**src/rtl/pipe_pkg.sv**
```systemverilog
// Shared definitions for the execute stage: datapath width, ALU and MDU op
// encodings, and the multiply/divide unit state type.
package pipe_pkg;

    localparam int XLEN = 32;

    localparam logic [3:0] ALUC_ADD = 4'b0000;
    localparam logic [3:0] ALUC_SUB = 4'b0100;
    localparam logic [3:0] ALUC_AND = 4'b0001;
    localparam logic [3:0] ALUC_OR  = 4'b0101;
    localparam logic [3:0] ALUC_XOR = 4'b0010;
    localparam logic [3:0] ALUC_LUI = 4'b0110;
    localparam logic [3:0] ALUC_SLL = 4'b0011;
    localparam logic [3:0] ALUC_SRL = 4'b0111;
    localparam logic [3:0] ALUC_SRA = 4'b1111;

    localparam logic [2:0] MDOP_NONE  = 3'b000;
    localparam logic [2:0] MDOP_MULT  = 3'b001;
    localparam logic [2:0] MDOP_MULTU = 3'b010;
    localparam logic [2:0] MDOP_DIV   = 3'b011;
    localparam logic [2:0] MDOP_DIVU  = 3'b100;
    localparam logic [2:0] MDOP_MFHI  = 3'b101;
    localparam logic [2:0] MDOP_MFLO  = 3'b110;

    typedef enum logic [1:0] {
        MDU_IDLE = 2'd0,
        MDU_BUSY = 2'd1,
        MDU_DONE = 2'd2
    } mdu_state_e;

    // True for the ops that occupy the iterative multiply/divide unit.
    function automatic logic mdIsStart(input logic [2:0] op);
        return (op == MDOP_MULT) || (op == MDOP_MULTU) ||
               (op == MDOP_DIV)  || (op == MDOP_DIVU);
    endfunction

endpackage

```
**src/rtl/pipeexe_if.sv**
```systemverilog
// Bundle of E-stage fields entering the execute stage and its results leaving
// it; the pipeline side is the master, the execute stage is the slave.
interface pipeexe_if;
    import pipe_pkg::*;

    logic [XLEN-1:0] ea;
    logic [XLEN-1:0] eb;
    logic [XLEN-1:0] eimm;
    logic [XLEN-1:0] epc4;
    logic [4:0]      ern0;
    logic [3:0]      ealuc;
    logic            ealuimm;
    logic            eshift;
    logic            ejal;
    logic [2:0]      emdop;

    logic [XLEN-1:0] ealu;
    logic [4:0]      ern;
    logic            mdstall;
    logic [XLEN-1:0] hi;
    logic [XLEN-1:0] lo;

    modport master (
        output ea, eb, eimm, epc4, ern0, ealuc, ealuimm, eshift, ejal, emdop,
        input  ealu, ern, mdstall, hi, lo
    );

    modport slave (
        input  ea, eb, eimm, epc4, ern0, ealuc, ealuimm, eshift, ejal, emdop,
        output ealu, ern, mdstall, hi, lo
    );

endinterface

```
**src/rtl/pipe_mdu.sv**
```systemverilog
// Iterative multiply/divide unit: one bit per cycle shift-add multiply and
// restoring divide on operand magnitudes, with sign fix-up into HI/LO.
module pipe_mdu
    import pipe_pkg::*;
(
    input  logic            clock,
    input  logic            resetn,
    input  logic [2:0]      mdop_i,
    input  logic [XLEN-1:0] a_i,
    input  logic [XLEN-1:0] b_i,
    output logic [XLEN-1:0] hi_o,
    output logic [XLEN-1:0] lo_o,
    output logic            mdstall_o
);

    mdu_state_e  state_q, state_d;
    logic [4:0]  count_q, count_d;
    logic [63:0] acc_q, acc_d;
    logic [63:0] mcand_q, mcand_d;
    logic [31:0] opnd_q, opnd_d;
    logic [31:0] rawA_q, rawA_d;
    logic        isDiv_q, isDiv_d;
    logic        negRes_q, negRes_d;
    logic        negRem_q, negRem_d;
    logic [31:0] hi_q, hi_d;
    logic [31:0] lo_q, lo_d;

    logic        start;
    logic        signedOp;
    logic        aNeg, bNeg;
    logic [31:0] aMag, bMag;
    logic [32:0] remShift;
    logic        divFits;
    logic [31:0] remNext;
    logic [63:0] accStep;
    logic [63:0] prodFix;
    logic [31:0] resHi, resLo;

    assign start    = (state_q == MDU_IDLE) && mdIsStart(mdop_i);
    assign signedOp = (mdop_i == MDOP_MULT) || (mdop_i == MDOP_DIV);
    assign aNeg     = signedOp && a_i[31];
    assign bNeg     = signedOp && b_i[31];
    assign aMag     = aNeg ? -a_i : a_i;
    assign bMag     = bNeg ? -b_i : b_i;

    // Accumulator is the product for multiply and {remainder, quotient} for divide.
    always_comb begin
        remShift = {acc_q[63:32], acc_q[31]};
        divFits  = remShift >= {1'b0, opnd_q};
        remNext  = divFits ? 32'(remShift - {1'b0, opnd_q}) : remShift[31:0];
        if (isDiv_q) begin
            accStep = {remNext, acc_q[30:0], divFits};
        end else begin
            accStep = acc_q + (opnd_q[0] ? mcand_q : 64'd0);
        end
    end

    // Division by zero bypasses fix-up and reports the raw dividend in HI.
    always_comb begin
        prodFix = negRes_q ? -accStep : accStep;
        resHi   = prodFix[63:32];
        resLo   = prodFix[31:0];
        if (isDiv_q) begin
            if (opnd_q == 32'd0) begin
                resHi = rawA_q;
                resLo = 32'hFFFF_FFFF;
            end else begin
                resHi = negRem_q ? -accStep[63:32] : accStep[63:32];
                resLo = negRes_q ? -accStep[31:0]  : accStep[31:0];
            end
        end
    end

    always_comb begin
        state_d  = state_q;
        count_d  = count_q;
        acc_d    = acc_q;
        mcand_d  = mcand_q;
        opnd_d   = opnd_q;
        rawA_d   = rawA_q;
        isDiv_d  = isDiv_q;
        negRes_d = negRes_q;
        negRem_d = negRem_q;
        hi_d     = hi_q;
        lo_d     = lo_q;
        case (state_q)
            MDU_IDLE: begin
                if (start) begin
                    isDiv_d  = (mdop_i == MDOP_DIV) || (mdop_i == MDOP_DIVU);
                    acc_d    = isDiv_d ? {32'd0, aMag} : 64'd0;
                    mcand_d  = {32'd0, aMag};
                    opnd_d   = bMag;
                    rawA_d   = a_i;
                    negRes_d = aNeg ^ bNeg;
                    negRem_d = aNeg;
                    count_d  = 5'd0;
                    state_d  = MDU_BUSY;
                end
            end
            MDU_BUSY: begin
                acc_d   = accStep;
                mcand_d = mcand_q << 1;
                opnd_d  = isDiv_q ? opnd_q : (opnd_q >> 1);
                count_d = count_q + 5'd1;
                if (count_q == 5'd31) begin
                    hi_d    = resHi;
                    lo_d    = resLo;
                    state_d = MDU_DONE;
                end
            end
            MDU_DONE: begin
                state_d = MDU_IDLE;
            end
            default: begin
                state_d = MDU_IDLE;
            end
        endcase
    end

    always_ff @(posedge clock or negedge resetn) begin
        if (!resetn) begin
            state_q  <= MDU_IDLE;
            count_q  <= 5'd0;
            acc_q    <= 64'd0;
            mcand_q  <= 64'd0;
            opnd_q   <= 32'd0;
            rawA_q   <= 32'd0;
            isDiv_q  <= 1'b0;
            negRes_q <= 1'b0;
            negRem_q <= 1'b0;
            hi_q     <= 32'd0;
            lo_q     <= 32'd0;
        end else begin
            state_q  <= state_d;
            count_q  <= count_d;
            acc_q    <= acc_d;
            mcand_q  <= mcand_d;
            opnd_q   <= opnd_d;
            rawA_q   <= rawA_d;
            isDiv_q  <= isDiv_d;
            negRes_q <= negRes_d;
            negRem_q <= negRem_d;
            hi_q     <= hi_d;
            lo_q     <= lo_d;
        end
    end

    // Reset gates the stall directly so upstream stages unfreeze immediately.
    assign mdstall_o = resetn & (start | (state_q == MDU_BUSY));
    assign hi_o      = hi_q;
    assign lo_o      = lo_q;

endmodule

```
**src/rtl/pipeexe.sv**
```systemverilog
// Execute stage: combinational ALU/jal result and destination select, plus the
// iterative multiply/divide unit whose stall freezes the upstream pipeline.
module pipeexe
    import pipe_pkg::*;
(
    input  logic     clock,
    input  logic     resetn,
    pipeexe_if.slave bus
);

    logic [XLEN-1:0] opA;
    logic [XLEN-1:0] opB;
    logic [4:0]      shamt;
    logic [XLEN-1:0] aluRes;
    logic [XLEN-1:0] resultMux;
    logic [XLEN-1:0] mduHi;
    logic [XLEN-1:0] mduLo;
    logic            mduStall;

    assign opA   = bus.eshift ? {27'd0, bus.eimm[10:6]} : bus.ea;
    assign opB   = bus.ealuimm ? bus.eimm : bus.eb;
    assign shamt = opA[4:0];

    // The top ealuc bit only matters for telling sra from srl.
    always_comb begin
        aluRes = opA + opB;
        case (bus.ealuc[2:0])
            ALUC_ADD[2:0]: aluRes = opA + opB;
            ALUC_SUB[2:0]: aluRes = opA - opB;
            ALUC_AND[2:0]: aluRes = opA & opB;
            ALUC_OR[2:0]:  aluRes = opA | opB;
            ALUC_XOR[2:0]: aluRes = opA ^ opB;
            ALUC_LUI[2:0]: aluRes = {opB[15:0], 16'd0};
            ALUC_SLL[2:0]: aluRes = opB << shamt;
            ALUC_SRL[2:0]: begin
                if (bus.ealuc == ALUC_SRA) begin
                    aluRes = $signed(opB) >>> shamt;
                end else begin
                    aluRes = opB >> shamt;
                end
            end
            default: aluRes = opA + opB;
        endcase
    end

    always_comb begin
        resultMux = aluRes;
        if (bus.ejal) begin
            resultMux = bus.epc4 + 32'd4;
        end else if (bus.emdop == MDOP_MFHI) begin
            resultMux = mduHi;
        end else if (bus.emdop == MDOP_MFLO) begin
            resultMux = mduLo;
        end
    end

    pipe_mdu u_mdu (
        .clock     (clock),
        .resetn    (resetn),
        .mdop_i    (bus.emdop),
        .a_i       (bus.ea),
        .b_i       (bus.eb),
        .hi_o      (mduHi),
        .lo_o      (mduLo),
        .mdstall_o (mduStall)
    );

    assign bus.ealu    = resultMux;
    assign bus.ern     = bus.ejal ? 5'd31 : bus.ern0;
    assign bus.mdstall = mduStall;
    assign bus.hi      = mduHi;
    assign bus.lo      = mduLo;

endmodule

```
**src/flat_wrapper.sv**
```systemverilog
// flat-port wrapper written by rule: the top's interface ports become plain ports
module pipeexe_flat import pipe_pkg::*;
  (clock, resetn, bus_ea, bus_eb, bus_eimm, bus_epc4, bus_ern0, bus_ealuc, bus_ealuimm, bus_eshift, bus_ejal, bus_emdop, bus_ealu, bus_ern, bus_mdstall, bus_hi, bus_lo);
  pipeexe_if bus_i ();
  input  logic clock;
  input  logic resetn;
  input wire logic [$bits(bus_i.ea)-1:0] bus_ea;
  input wire logic [$bits(bus_i.eb)-1:0] bus_eb;
  input wire logic [$bits(bus_i.eimm)-1:0] bus_eimm;
  input wire logic [$bits(bus_i.epc4)-1:0] bus_epc4;
  input wire logic [$bits(bus_i.ern0)-1:0] bus_ern0;
  input wire logic [$bits(bus_i.ealuc)-1:0] bus_ealuc;
  input wire logic [$bits(bus_i.ealuimm)-1:0] bus_ealuimm;
  input wire logic [$bits(bus_i.eshift)-1:0] bus_eshift;
  input wire logic [$bits(bus_i.ejal)-1:0] bus_ejal;
  input wire logic [$bits(bus_i.emdop)-1:0] bus_emdop;
  output wire logic [$bits(bus_i.ealu)-1:0] bus_ealu;
  output wire logic [$bits(bus_i.ern)-1:0] bus_ern;
  output wire logic [$bits(bus_i.mdstall)-1:0] bus_mdstall;
  output wire logic [$bits(bus_i.hi)-1:0] bus_hi;
  output wire logic [$bits(bus_i.lo)-1:0] bus_lo;
  assign bus_i.ea = bus_ea;
  assign bus_i.eb = bus_eb;
  assign bus_i.eimm = bus_eimm;
  assign bus_i.epc4 = bus_epc4;
  assign bus_i.ern0 = bus_ern0;
  assign bus_i.ealuc = bus_ealuc;
  assign bus_i.ealuimm = bus_ealuimm;
  assign bus_i.eshift = bus_eshift;
  assign bus_i.ejal = bus_ejal;
  assign bus_i.emdop = bus_emdop;
  assign bus_ealu = bus_i.ealu;
  assign bus_ern = bus_i.ern;
  assign bus_mdstall = bus_i.mdstall;
  assign bus_hi = bus_i.hi;
  assign bus_lo = bus_i.lo;
  pipeexe u_core (.clock(clock), .resetn(resetn), .bus(bus_i));
endmodule
```
**config.mk**
```make
export PLATFORM = sky130hd
export DESIGN_NAME = pipeexe_flat
export DESIGN_NICKNAME = d
export VERILOG_FILES = /design/src/rtl/pipe_pkg.sv /design/src/rtl/pipeexe_if.sv /design/src/rtl/pipe_mdu.sv /design/src/rtl/pipeexe.sv /design/src/flat_wrapper.sv
export SDC_FILE = /design/constraint.sdc
export NUM_CORES = 2
export LEC_CHECK = 0
export CAP_MARGIN = 5
export CORE_ASPECT_RATIO = 0.75
export CORE_MARGIN = 2
export CORE_UTILIZATION = 45
export CTS_BUF_LIST = sky130_fd_sc_hd__clkbuf_8 sky130_fd_sc_hd__clkbuf_16
export CTS_CLUSTER_DIAMETER = 80
export DETAILED_ROUTE_END_ITERATION = 8
export DONT_BUFFER_PORTS = 1
export PLACE_DENSITY = 0.63
export RECOVER_POWER = 50
export SYNTH_ARGS = -nofsm -noshare
export SYNTH_HDL_FRONTEND = slang
export SYNTH_SLANG_ARGS = --single-unit
```
**constraint.sdc**
```tcl
create_clock -name clock -period 28.2 [get_ports clock]
set_input_delay 7.05 -clock clock [delete_from_list [all_inputs] [get_ports clock]]
set_output_delay 7.05 -clock clock [all_outputs]
set_load 0.01 [all_outputs]
```
==> reports/summary.txt <==
Outcome = finished, violations left
Violated checks = capacitance limit, slew limit
Register-to-register setup slack = 16.86 ns
Synth Instances = 4348
DRC violations left = 0
Largest net degree at the start of global routing = 268
Worst Path Buf+Inv = 1
Crit share post-route = 70.7%
Initial antenna violation count = 6
Max Slew Vio Count = 236
Die ar. = 71900 sq um
HP Start = u_core.u_mdu.rawA_q[5]
#FFs+latches synth = 266
Final Critical Period = 19.94 ns
Vias in the first global route = 30500
Avg Cell Area, Syn = 7.22 sq um
Top area cells in the synthesized netlist = dfrtp_1 (21%), ha_1 (7.9%), nand2_1 (7.1%)
GPL Wtd Cong = 1.12
GRT Max-Usage Layer = met1
Max-Cap Viols = 5
Leak = 14.1 nW
Synth async-reset ratio = 100%
Nets = 4510
I/O pin cnt = 247
Area Overhead vs Synth = 5.41%
RSZ-0062 raised after global routing = no
Cell area power density = 110 nW/um^2
Share of the synthesized area in the top cell type = 21.2%
Drt pass-1 iters = 9
Max transition margin = -105%
Worst skew pair latency = 0.62 ns
HP Class = reg -> reg
R2R Path Start = u_core.u_mdu.opnd_q[0]
Crit-path leading delay family = compound AO/OA/AOI/OAI gates
Design area = 33100 sq um
Cts bufs inserted = 27
CTS Root Cell = clkbuf_16
FF/Latch Area = 6660 sq um
Compound-Gate Fraction of Synth Area = 30.4%
Net Count, Synth = 4694
Sequential area share after synthesis = 21.2%
Synth cell types = 111
Largest family of logic cells by synthesized area = compound AO/OA/AOI/OAI gates
Reg-to-reg critical path endpoint = u_core.u_mdu.hi_o[10]
CTS Hold Buffers Added = 0
Most frequent cells in the layout = nand2_1 (593), nor2_1 (416), a21oi_1 (387)
CTS tree = yes
Detail Placement HPWL = 131000 microns
Wire length of the first global-routing pass = 228000 microns
Setup TNS = 0 ns
Reg clk slew, reported paths = 0.06 ns
Maximum vdd drop = 0.0754 mV
Clock Skews = 0.0317 ns
Clk sinks = 266
Fill count = 7045
Initial Util = 45.7%
IO Port Bufs = 0
Met3 usage = 22.5%
DRT iter0 DRCs = 5592
Routed WL per cell = 32.1 microns
Fin. Hold Viols = 0
Layout cells sized above 1 = 5.54%
Setup CP Type = in -> out
Row count = 83
Resize count post-CTS = 0
Placed standard-cell area = 32100 sq um
Area of the multi-input gates = 23000 sq um
Non-Filler Instances = 5122
Max clock buf depth = 3
Core ar. = 68700 sq um
Area share of fa/ha/maj cells after synthesis = 8.08%
H-tree depth = 1
CP max stage delay = 0.58 ns
Commonest non-fill, non-tap cell in the layout = nand2_1
CP Launch Type = primary input
Actual slew at the worst max-slew pin = 3.05 ns
Critical Path Stages = 24
Mux share of post-synthesis cell area = 3.66%
Dpl cells = 5070
CP required = 21.15 ns
Critical path destination = bus_ealu[31]
DIE HEIGHT = 233 microns
CP Cell Sequence = mux2i_1 > inv_1 > nor2_1 > nand2_1 > nor2_1 > nand2_1 > or2_2 > nor2_1 > a21oi_1 > xnor2_1 > ha_1 > a21o_1 > a21oi_1 > nand2_1 > o21ai_0 > a211oi_1 > o31ai_1 > o21ai_0 > a2111o_1 > a31oi_1 > xnor2_1 > o21ai_0 > o211ai_1 > a22oi_1
Syn Std Cell Area = 31400 sq um
Top FF cell, synth = dfrtp_1
Setup crit end kind = output pin
Final ANT Viol Nets = 0
Post-synth EDFFs = 0
Setup Viol. Count Final = 0
Reg2reg path depth = 20
Tot GR Track Use = 44.0%
Simple-Gate Fraction of Synth Area = 23.8%
# Post-CTS Setup Buffers = 0
Critical Path AT = 12.89 ns
CP max FO = 34
Final wirelength = 164000 microns
Met1 Use GR = 65.1%
Die X = 309 microns
Post-synthesis xor/xnor area fraction = 7.12%
F_max = 50.2 MHz
Yosys Warn Count = 0
Worst setup path start = bus_ealuimm
Cell accounting for the most synthesized area = dfrtp_1
Met2 Use GR = 54.8%
Crit path max-delay cell type = mux2i_1
Vias/cell = 6.86
GRT overflow = 0
Vias = 35200
[through the flow]
stage / power [mW] / utilization [%] / hold WS (ns) / setup WS, ns
after floorplan: 2.21 / - / 0.437 / 8.95
after global placement: 3.06 / 46.7 / 0.453 / 8.62
after detailed placement: 3.07 / 46.7 / 0.457 / 8.54
after CTS: 3.50 / 48.2 / 0.473 / 8.52
after global routing: 3.79 / 48.1 / 0.496 / 7.88
final: 3.64 / 48.1 / 0.471 / 8.26
[how the worst min path moves through the flow]
| stage | to | slack [ns] | cells after the start |
|---|---|---|---|
| 6_report | u_core.u_mdu.rawA_q[5] | 0.47 | 2 |
| 5_1_grt | u_core.u_mdu.rawA_q[27] | 0.50 | 2 |
| 4_1_cts | u_core.u_mdu.rawA_q[5] | 0.47 | 2 |
| 3_5_place_dp | u_core.u_mdu.rawA_q[8] | 0.46 | 2 |
| 3_3_place_gp | u_core.u_mdu.rawA_q[8] | 0.45 | 2 |
| 2_1_floorplan | u_core.u_mdu.rawA_q[8] | 0.44 | 2 |
[registers in the layout, indices dropped and copies added, names as in the netlist]
register,flops
u_core.u_mdu.lo_o,32
u_core.u_mdu.negRes_q,1
u_core.u_mdu.acc_q,64
u_core.u_mdu.count_q,5
u_core.u_mdu.state_q,2
u_core.u_mdu.negRem_q,1
u_core.u_mdu.mcand_q,64
u_core.u_mdu.rawA_q,32
u_core.u_mdu.isDiv_q,1
u_core.u_mdu.opnd_q,32
u_core.u_mdu.hi_o,32
[cell usage after synthesis (all sizes together), types with 27 or more instances]
cell type    n
nor2       418
and2        80
nand2b      68
dfrtp      266
nand3       80
o221ai      34
a22o        51
mux2i       85
a31oi       44
nand2      594
o211ai      66
nand4       61
nor4        37
or2         27
o21a        39
a21oi      388
a211oi      84
a22oi       38
o31ai       42
nor3        67
xnor2      145
xor2       110
buf         55
ha         198
o22ai       27
or3         35
a21o        59
and3        34
a221o       41
o21ai      374
clkbuf     238
inv        170
[power breakdown]
| group | internal, mW | switching (mW) | total, mW |
|---|---|---|---|
| registers | 0.541 | 0.285 | 0.826 |
| logic | 0.789 | 1.60 | 2.39 |
| clock network | 0.251 | 0.176 | 0.427 |
[layer usage]
metal	wire [microns]	up-vias
met4	4600	4
met1	71900	17000
li1	-	15500
met3	28400	265
met5	22	-
met2	59500	2368
[final cells by class]
cell class	instances	share of cell area (%)
clock inverter	14	0.715
multi-input combinational	3617	69.5
clock buffer	35	2.37
timing repair buffer	80	1.80
tap	935	3.54
sequential	266	20.1
antenna	3	0.0227
inverter	172	1.95
[kinds of logic (layout without fill, tap and decap cells)]
logic type	count (synthesis)	count (layout)
AND/OR/NAND/NOR	1588	1588
flip-flops	266	266
adder cells (fa/ha/maj)	201	201
other	0	3
AO/OA/AOI/OAI	1465	1465
multiplexers	108	108
XOR/XNOR	255	255
buffers and inverters	465	301
[tightest hold or removal path, cell delays in order, from the launching register on]
cell	delay, ns
dfrtp_1	0.34
nand2_1	0.05
nand2_1	0.06
No activity file was read; power rests on OpenSTA's default activity.
